--- src/rtl/nrf_spi_master.sv ---
// SPI master (MSB first, per-transfer CPOL/CPHA, CS held across bursts) with a 2-flop radio IRQ synchroniser.
// Word latency accept->rx_valid = 1+CLK_DIV+2*CLK_DIV*DATA_W; start is only taken while tx_ready (IDLE/GAP).
module nrf_spi_master #(
    parameter int DATA_W  = 8,
    parameter int NUM_CS  = 2,
    parameter int CLK_DIV = 4,
    // one spare bit so an out-of-range select can actually be presented and flagged via err
    localparam int CS_W   = $clog2(NUM_CS) + 1
) (
    input  logic              CLOCK_50,
    input  logic              RESET,
    input  logic              start,
    input  logic [DATA_W-1:0] tx_data,
    input  logic [CS_W-1:0]   cs_sel,
    input  logic              cpol,
    input  logic              cpha,
    input  logic              hold_cs,
    input  logic              release_req,
    output logic              tx_ready,
    output logic              busy,
    output logic [DATA_W-1:0] rx_data,
    output logic              rx_valid,
    output logic              err,
    output logic              SCK,
    output logic              MOSI,
    input  logic              MISO,
    output logic [NUM_CS-1:0] CSN,
    input  logic              irq_n,
    output logic              irq_level,
    output logic              irq_fall
);
    localparam int CNT_W = $clog2(2 * CLK_DIV);
    localparam int BIT_W = (DATA_W > 1) ? $clog2(DATA_W) : 1;
    localparam logic [CNT_W-1:0] HALF      = CNT_W'(CLK_DIV);
    localparam logic [CNT_W-1:0] HALF_LAST = CNT_W'(CLK_DIV - 1);
    localparam logic [CNT_W-1:0] FULL_LAST = CNT_W'(2 * CLK_DIV - 1);
    localparam logic [BIT_W-1:0] BIT_LAST  = BIT_W'(DATA_W - 1);

    generate
        if (CLK_DIV < 2) begin : g_bad_div
            $error("nrf_spi_master: CLK_DIV must be >= 2");
        end
    endgenerate

    typedef enum logic [2:0] {S_IDLE, S_SETUP, S_SHIFT, S_GAP, S_TEARDOWN, S_IDLE_WAIT} state_t;

    state_t            state_q, state_d;
    logic [CNT_W-1:0]  cnt_q, cnt_d;
    logic [BIT_W-1:0]  bit_q, bit_d;
    logic [DATA_W-1:0] tx_sh_q, tx_sh_d, rx_sh_q, rx_sh_d, rx_data_q, rx_data_d;
    logic [NUM_CS-1:0] csn_q, csn_d;
    logic              sck_q, sck_d, mosi_q, mosi_d, cpol_q, cpol_d, cpha_q, cpha_d;
    logic              hold_q, hold_d, rx_valid_q, rx_valid_d, err_q, err_d;
    logic              irq_s1_q, irq_s1_d, irq_s2_q, irq_s2_d, irq_fall_q, irq_fall_d;
    logic              cs_ok, adv;

    always_comb begin
        state_d    = state_q;
        cnt_d      = cnt_q;
        bit_d      = bit_q;
        tx_sh_d    = tx_sh_q;
        rx_sh_d    = rx_sh_q;
        rx_data_d  = rx_data_q;
        csn_d      = csn_q;
        sck_d      = sck_q;
        mosi_d     = mosi_q;
        cpol_d     = cpol_q;
        cpha_d     = cpha_q;
        hold_d     = hold_q;
        rx_valid_d = 1'b0;
        err_d      = 1'b0;
        adv        = 1'b0;
        cs_ok      = (int'(cs_sel) < NUM_CS);
        irq_s1_d   = irq_n;
        irq_s2_d   = irq_s1_q;
        irq_fall_d = irq_s2_q & ~irq_s1_q;

        case (state_q)
            S_IDLE: begin
                sck_d  = cpol_q;
                mosi_d = 1'b0;
                if (start && cs_ok) begin
                    state_d = S_SETUP;
                    cnt_d   = '0;
                    cpol_d  = cpol;
                    cpha_d  = cpha;
                    hold_d  = hold_cs;
                    sck_d   = cpol;
                    csn_d   = ~(NUM_CS'(1) << cs_sel);
                    if (cpha) begin
                        tx_sh_d = tx_data;
                    end else begin
                        mosi_d  = tx_data[DATA_W-1];
                        tx_sh_d = {tx_data[DATA_W-2:0], 1'b0};
                    end
                end else if (start) begin
                    err_d = 1'b1;
                end
            end
            S_SETUP: begin
                if (cnt_q == HALF_LAST) begin
                    state_d = S_SHIFT;
                    cnt_d   = '0;
                    bit_d   = '0;
                    sck_d   = ~cpol_q;
                    adv     = cpha_q;
                end else begin
                    cnt_d = cnt_q + CNT_W'(1);
                end
            end
            S_SHIFT: begin
                cnt_d = cnt_q + CNT_W'(1);
                // MISO is taken one system clock after the sampling SCK edge, while the slave's data is settled
                if ((cnt_q == '0 && !cpha_q) || (cnt_q == HALF && cpha_q)) begin
                    rx_sh_d = {rx_sh_q[DATA_W-2:0], MISO};
                end
                if (cnt_q == HALF_LAST) begin
                    sck_d = cpol_q;
                    adv   = ~cpha_q;
                end
                if (cnt_q == FULL_LAST) begin
                    cnt_d = '0;
                    if (bit_q == BIT_LAST) begin
                        rx_data_d  = rx_sh_q;
                        rx_valid_d = 1'b1;
                        state_d    = hold_q ? S_GAP : S_TEARDOWN;
                    end else begin
                        bit_d = bit_q + BIT_W'(1);
                        sck_d = ~cpol_q;
                        adv   = cpha_q;
                    end
                end
            end
            S_GAP: begin
                sck_d = cpol_q;
                if (start) begin
                    // first bit goes out with the leading edge for either phase, since there is no SETUP here
                    state_d = S_SHIFT;
                    cnt_d   = '0;
                    bit_d   = '0;
                    hold_d  = hold_cs;
                    sck_d   = ~cpol_q;
                    mosi_d  = tx_data[DATA_W-1];
                    tx_sh_d = {tx_data[DATA_W-2:0], 1'b0};
                end else if (release_req) begin
                    state_d = S_TEARDOWN;
                    cnt_d   = '0;
                end
            end
            S_TEARDOWN: begin
                if (cnt_q == HALF_LAST) begin
                    state_d = S_IDLE_WAIT;
                    cnt_d   = '0;
                    csn_d   = '1;
                end else begin
                    cnt_d = cnt_q + CNT_W'(1);
                end
            end
            S_IDLE_WAIT: begin
                if (cnt_q == HALF_LAST) begin
                    state_d = S_IDLE;
                    cnt_d   = '0;
                    mosi_d  = 1'b0;
                end else begin
                    cnt_d = cnt_q + CNT_W'(1);
                end
            end
            default: state_d = S_IDLE;
        endcase

        if (adv) begin
            mosi_d  = tx_sh_q[DATA_W-1];
            tx_sh_d = {tx_sh_q[DATA_W-2:0], 1'b0};
        end
    end

    always_ff @(posedge CLOCK_50 or negedge RESET) begin
        if (!RESET) begin
            state_q    <= S_IDLE;
            cnt_q      <= '0;
            bit_q      <= '0;
            tx_sh_q    <= '0;
            rx_sh_q    <= '0;
            rx_data_q  <= '0;
            csn_q      <= '1;
            sck_q      <= 1'b0;
            mosi_q     <= 1'b0;
            cpol_q     <= 1'b0;
            cpha_q     <= 1'b0;
            hold_q     <= 1'b0;
            rx_valid_q <= 1'b0;
            err_q      <= 1'b0;
            irq_s1_q   <= 1'b1;
            irq_s2_q   <= 1'b1;
            irq_fall_q <= 1'b0;
        end else begin
            state_q    <= state_d;
            cnt_q      <= cnt_d;
            bit_q      <= bit_d;
            tx_sh_q    <= tx_sh_d;
            rx_sh_q    <= rx_sh_d;
            rx_data_q  <= rx_data_d;
            csn_q      <= csn_d;
            sck_q      <= sck_d;
            mosi_q     <= mosi_d;
            cpol_q     <= cpol_d;
            cpha_q     <= cpha_d;
            hold_q     <= hold_d;
            rx_valid_q <= rx_valid_d;
            err_q      <= err_d;
            irq_s1_q   <= irq_s1_d;
            irq_s2_q   <= irq_s2_d;
            irq_fall_q <= irq_fall_d;
        end
    end

    assign tx_ready  = (state_q == S_IDLE) || (state_q == S_GAP);
    assign busy      = (state_q != S_IDLE);
    assign rx_data   = rx_data_q;
    assign rx_valid  = rx_valid_q;
    assign err       = err_q;
    assign SCK       = sck_q;
    assign MOSI      = mosi_q;
    assign CSN       = csn_q;
    assign irq_level = irq_s2_q;
    assign irq_fall  = irq_fall_q;
endmodule

--- config.mk ---
export PLATFORM = sky130hd
export DESIGN_NAME = nrf_spi_master
export DESIGN_NICKNAME = d
export VERILOG_FILES = /design/src/rtl/nrf_spi_master.sv
export SDC_FILE = /design/constraint.sdc
export NUM_CORES = 1
export LEC_CHECK = 0
export ABC_AREA = 1
export CAP_MARGIN = 0
export CORE_MARGIN = 2
export CORE_UTILIZATION = 45
export DETAILED_ROUTE_END_ITERATION = 8
export PLACE_DENSITY_LB_ADDON = 0.25
export SLEW_MARGIN = 5
export SYNTH_ARGS = -nofsm -noshare
export SYNTH_HDL_FRONTEND = slang
export SYNTH_SLANG_ARGS = --single-unit
--- constraint.sdc ---
create_clock -name CLOCK_50 -period 3.77 [get_ports CLOCK_50]
set_clock_uncertainty 0.2 [all_clocks]
set_input_delay 0.5655 -clock CLOCK_50 [delete_from_list [all_inputs] [get_ports CLOCK_50]]
set_output_delay 0.5655 -clock CLOCK_50 [all_outputs]
set_load 0.05 [all_outputs]
==> results of run 1 <==
## stage by stage
stage / hold WS, ns / util / cells / area [um2]
2_1_floorplan: 0.0699 / - / 333 / 2510
3_3_place_gp: 0.155 / 0.535 / 435 / 2910
3_5_place_dp: 0.157 / 0.535 / 435 / 2910
4_1_cts: 0.169 / 0.557 / 443 / 3030
5_1_grt: 0.174 / 0.557 / 443 / 3030
6_report: 0.167 / 0.557 / 443 / 3030
## per-layer routing
metal / routed length, um / track usage / vias up / share of wire
met5: 0 / 0 / - / 0
met4: 19 / 0.0386 / 0 / 0.0038
met3: 213 / 0.0241 / 2 / 0.042
met2: 2140 / 0.266 / 40 / 0.42
met1: 2690 / 0.265 / 949 / 0.53
li1: - / - / 1118 / -
## registers in the layout (all words and copies together), names as in the netlist
signal,flops
err,1
cpol_q,1
tx_sh_q,8
irq_level,1
CSN,2
cnt_q,3
MOSI,1
cpha_q,1
SCK,1
irq_fall,1
state_q,3
bit_q,3
rx_valid,1
hold_q,1
rx_data,8
irq_s1_q,1
rx_sh_q,8
## placed cells by master (no fill, tap or decap)
cell	n
a21oi_1	6
a21oi_2	1
a31oi_1	1
buf_2	1
bufinv_16	1
clkbuf_8	6
clkdlybuf4s50_1	35
clkinv_1	1
clkinvlp_4	1
dfrtp_1	41
dfstp_2	4
ha_1	7
inv_1	40
inv_2	5
inv_4	1
nand2_1	122
nand2_2	3
nand2_4	2
nand3_1	15
nand3_2	1
nand3_4	1
nand3b_1	1
nand4_1	9
nand4_2	1
nor2_1	25
nor2_2	2
nor2_4	1
nor3_1	3
o211ai_1	2
o211ai_2	1
o21ai_0	21
o21ai_1	3
o21ai_2	7
## worst max-delay path, cell delays in order (launching register included)
cell and delay [ns]:
dfrtp_1 0.49, nor2_1 0.31, nand2_1 0.20, nand2_1 0.10, clkdlybuf4s50_1 0.81
## power by group
part | total, W | leakage, nW | internal [W] | switching (W)
logic | 0.000909 | 0.862 | 0.000300 | 0.000610
registers | 0.000745 | 0.582 | 0.000629 | 0.000117
clock network | 0.000376 | 0.0574 | 0.000216 | 0.000161
total | 0.00203 | 1.50 | 0.00114 | 0.000887
## cell families (layout without fill, tap and decap cells)
logic type,after synthesis,in the layout,synth area share
adders and majority gates,7,7,0.0349
buffers and inverters,53,91,0.0893
DFF,45,45,0.451
and+or+nand+nor,186,186,0.323
AOI/OAI and AO/OA,42,42,0.101
## area by class of cell
| class | instances | area share |
|---|---|---|
| clock inverters | 2 | 0.0124 |
| inverters | 47 | 0.0591 |
| well taps | 72 | 0.0298 |
| clock buffers | 6 | 0.0273 |
| repair buffers | 36 | 0.117 |
| flip-flops and latches | 45 | 0.374 |
| multi-input cells | 235 | 0.381 |
## path summary, 6_finish.rpt
check / start / endpoint / slack, ns / depth (start not counted)
min in group asynchronous: RESET / bit_q[2]$_DFFE_PN0P_ / 0.23 / 1
min reg2reg: irq_s1_q$_DFF_PN1_ / irq_level$_DFF_PN1_ / 0.17 / 0
max reg2reg: cnt_q[0]$_DFFE_PN0P_ / tx_sh_q[4]$_DFFE_PN0P_ / 1.63 / 9
max in group asynchronous: RESET / rx_sh_q[1]$_DFFE_PN0P_ / 2.54 / 1
max: state_q[0]$_DFFE_PN0P_ / tx_ready / 0.79 / 4
min: irq_s1_q$_DFF_PN1_ / irq_level$_DFF_PN1_ / 0.17 / 0
==> run metrics, run 1 <==
Worst Tran Pin Value=0.972 ns; critical path type=reg2out; Worst Path Arrival=about 2.2 ns; GRT overflow=0; top-area cell type share of the netlist area=0.409; Clock Latency Late Sink=0.29 ns; Die W=78.6 um; clk slew on worst S/H paths=0.09 ns; CTS Buf Count=5; NumNets Final=396; Final min period=2.98 ns; worst-path maximum fanout=8; Synth top cells by count=122 x nand2_1, 41 x dfrtp_1, 40 x inv_1, 25 x nor2_1, 21 x o21ai_0; DRT iter0 DRCs=129; count leader, synth=nand2_1; register area share after synthesis=0.451; drc violations=0; antenna violations before repair=0; max-slew violations=0; area leader, netlist=dfrtp_1; Fin. Hold Viols=0; DP Wirelength=3.78 mm; Core Area=5440 um2; RSZ-0062 raised after global routing=no; cell area power density=671 nW/um2; FMAX=336 MHz; antenna-violating nets left=0; CTS sink cnt=45; Total Neg Setup Slack=0 ns; crit end category=output pin; worst hold path type=reg2reg; Rows=27; final period utilization=0.790; max-cap violations=0; status=complete, no violations; drt total wl=5.06 mm; worst setup margin=0.791 ns; synthesized flop and latch total=45; total power=0.00203 W; placer's final routability congestion estimate=0.895; Post-CTS Setup Bufs=0; area delta synth->final=20.8%; post_cts resized=0; Worst Setup Start Kind=flip-flop; Unique masters post-synth=31; Syn Std Cell Area=2510 um2; nets in the synthesized netlist=359; initial core utilization=0.461; Hold Buf Count CTS=0; synth top area cells=dfrtp_1 41%, nand2_1 18%, inv_1 6.0%; vias in the first global route=1921; worst-case clock buffer depth=2; EDFF count, synth=0; Async SR Flop Fraction=1.00; Leakage=1.50 nW; CP Data Required Time=3.00 ns; top_reg_cell synth=dfrtp_1; drt first pass iters=4; share of layout cells above drive strength 1=0.105; CTS tree=done; Max-slew headroom=0.352; area of the multi-input gates=1150 um2; Gate Count Post-Synth=333; All-Layer GR Usage=0.175; largest net degree at the start of global routing=46; CTS root buffer=clkbuf_8; Via-to-Cell Ratio=between 4 and 5; Register Area=1130 um2; diode count=0; Synthesis Warnings=0; Fillers=533; CTS HTree Levels=2; Die Span Y=78.6 um; Vias=approximately 2100; Avg Cell Area, Syn=around 7.5 um2; peak supply drop=around 0.57 mV; IO Pins=37; port bufs=36; Setup WS pre-CTS=1.12 ns; die area=6190 um2; first-pass GRT wire length=around 8.8 mm; Routed WL per cell=roughly 11 um; final setup vio count=0
(Power assumes the default switching activity.)
==> run 2: changes to the inputs <==
==> constraint.sdc (replaced) <==
create_clock -name CLOCK_50 -period 2.5 [get_ports CLOCK_50]
set_clock_uncertainty 0.2 [all_clocks]
set_input_delay 0.375 -clock CLOCK_50 [delete_from_list [all_inputs] [get_ports CLOCK_50]]
set_output_delay 0.375 -clock CLOCK_50 [all_outputs]
set_load 0.05 [all_outputs]
==> run metrics, run 2 (synthesized netlist as in run 1, its figures left out) <==
status=complete, no violations; fin cells=446; commonest non-fill, non-tap cell in the layout=nand2_1; CTS HTree Levels=2; drt total wl=roughly 5.0 mm; Core Area=5440 um2; Post-CTS Setup Bufs=0; worst hold path type=reg2reg; largest net degree at the start of global routing=25; diode count=0; final period utilization=0.924; Worst Setup Start Kind=flip-flop; max-cap violations=0; FF-to-FF setup slack=0.42 ns; DRT iter0 DRCs=79; Routed WL per cell=11.2 um; worst-case clock buffer depth=2; antenna violations before repair=0; Via-to-Cell Ratio=4.84; placed cell count=437; Die W=78.6 um; All-Layer GR Usage=0.175; CP Data Required Time=about 1.9 ns; placer's final routability congestion estimate=0.845; final setup vio count=0; worst-path maximum fanout=7; worst reg2reg path depth=12; Vias=between 2000 and 2500; Total Neg Setup Slack=0 ns; max-slew violations=0; Worst Tran Pin Value=about 0.57 ns; CTS Buf Count=5; NumNets Final=399; cell area power density=1030 nW/um2; IO Pins=37; FMAX=about 430 MHz; Worst Path Arrival=1.73 ns; clk slew on worst S/H paths=0.09 ns; drt first pass iters=4; peak supply drop=0.646 mV; drc violations=0; port bufs=36; Final min period=2.31 ns; antenna-violating nets left=0; CTS tree=done; Fin. Hold Viols=0; RSZ-0062 raised after global routing=no; crit end category=output pin; critical path type=reg2out; Max-slew headroom=0.622; CTS sink cnt=45; area delta synth->final=23.3%; DP Wirelength=3.81 mm; GRT overflow=0; initial core utilization=0.461; most frequent cells in the layout=122 x nand2_1, 41 x dfrtp_1, 40 x inv_1; share of layout cells above drive strength 1=0.115; first-pass GRT wire length=8.70 mm; vias in the first global route=1936; final hold slack=about 0.17 ns; Clock Latency Late Sink=0.29 ns; Die Span Y=78.6 um; Leakage=1.54 nW; CTS root buffer=clkbuf_8; die area=around 6200 um2; Hold Path Depth=0; Rows=27
[run 2: cell types whose count changed in the layout (fill, tap and decap cells not counted)]
cell,before,now
clkinvlp_4,1,0
inv_6,0,1
bufinv_16,1,2
buf_12,0,2
dlygate4sd3_1,0,1
buf_4,0,2
clkbuf_8,6,5
clkdlybuf4s50_1,35,33
[run 2: final timing paths]
path                                              from                      to
worst max-delay path            state_q[1]$_DFFE_PN0P_                tx_ready
worst min-delay path                irq_s1_q$_DFF_PN1_     irq_level$_DFF_PN1_
worst max register to register    bit_q[0]$_DFFE_PN0P_  tx_sh_q[4]$_DFFE_PN0P_
worst min register to register      irq_s1_q$_DFF_PN1_     irq_level$_DFF_PN1_
max in group asynchronous                        RESET  rx_sh_q[1]$_DFFE_PN0P_
min in group asynchronous                        RESET    bit_q[1]$_DFFE_PN0P_
[run 2: where the power goes]
part           leakage [nW]  switching [W]  internal (W)
Combinational         0.887       0.000919      0.000478
Clock                0.0687       0.000255      0.000402
Sequential            0.582       0.000183      0.000948
Total                  1.54        0.00136       0.00183
[run 2: area by class of cell]
cell class | instances | area, um2
Inverter | 47 | 179
Timing Repair Buffer | 39 | 400
Clock buffer | 5 | 68.8
Clock inverter | 3 | 68.8
Fill cell | 515 | 2350
Multi-Input combinational cell | 235 | 1150
Tap cell | 72 | 90.1
Sequential cell | 45 | 1130
[run 2: metrics by stage]
stage	cell area [um2]	worst slack, ns	power, W	util
6_report	3090	0.191	0.00318	0.568
5_1_grt	3090	0.0774	0.00344	0.568
4_1_cts	3090	0.214	0.00320	0.568
3_5_place_dp	2940	0.267	0.00253	0.541
3_3_place_gp	2940	0.355	0.00251	0.541
2_1_floorplan	2510	0.286	0.00215	-
[run 2: worst max-delay path, stage by stage (launching register included)]
cell and delay (ns):
dfrtp_1 0.49, nor2_1 0.38, nand2_1 0.24, nand2_1 0.17, buf_12 0.15
[run 2: metal layers]
metal / track usage / share of wire / vias to the layer above
met3: 0.0345 / 0.046 / 5
met5: 0 / 0 / -
met2: 0.262 / 0.42 / 51
li1: - / - / 1126
met4: 0.0596 / 0.011 / 0
met1: 0.254 / 0.52 / 978
[run 2: repair_timing]
action | CTS | global route
endpoints found under the hold margin | 17 | 0
hold buffers | 1 | 0
gates resized for setup | 0 | 0
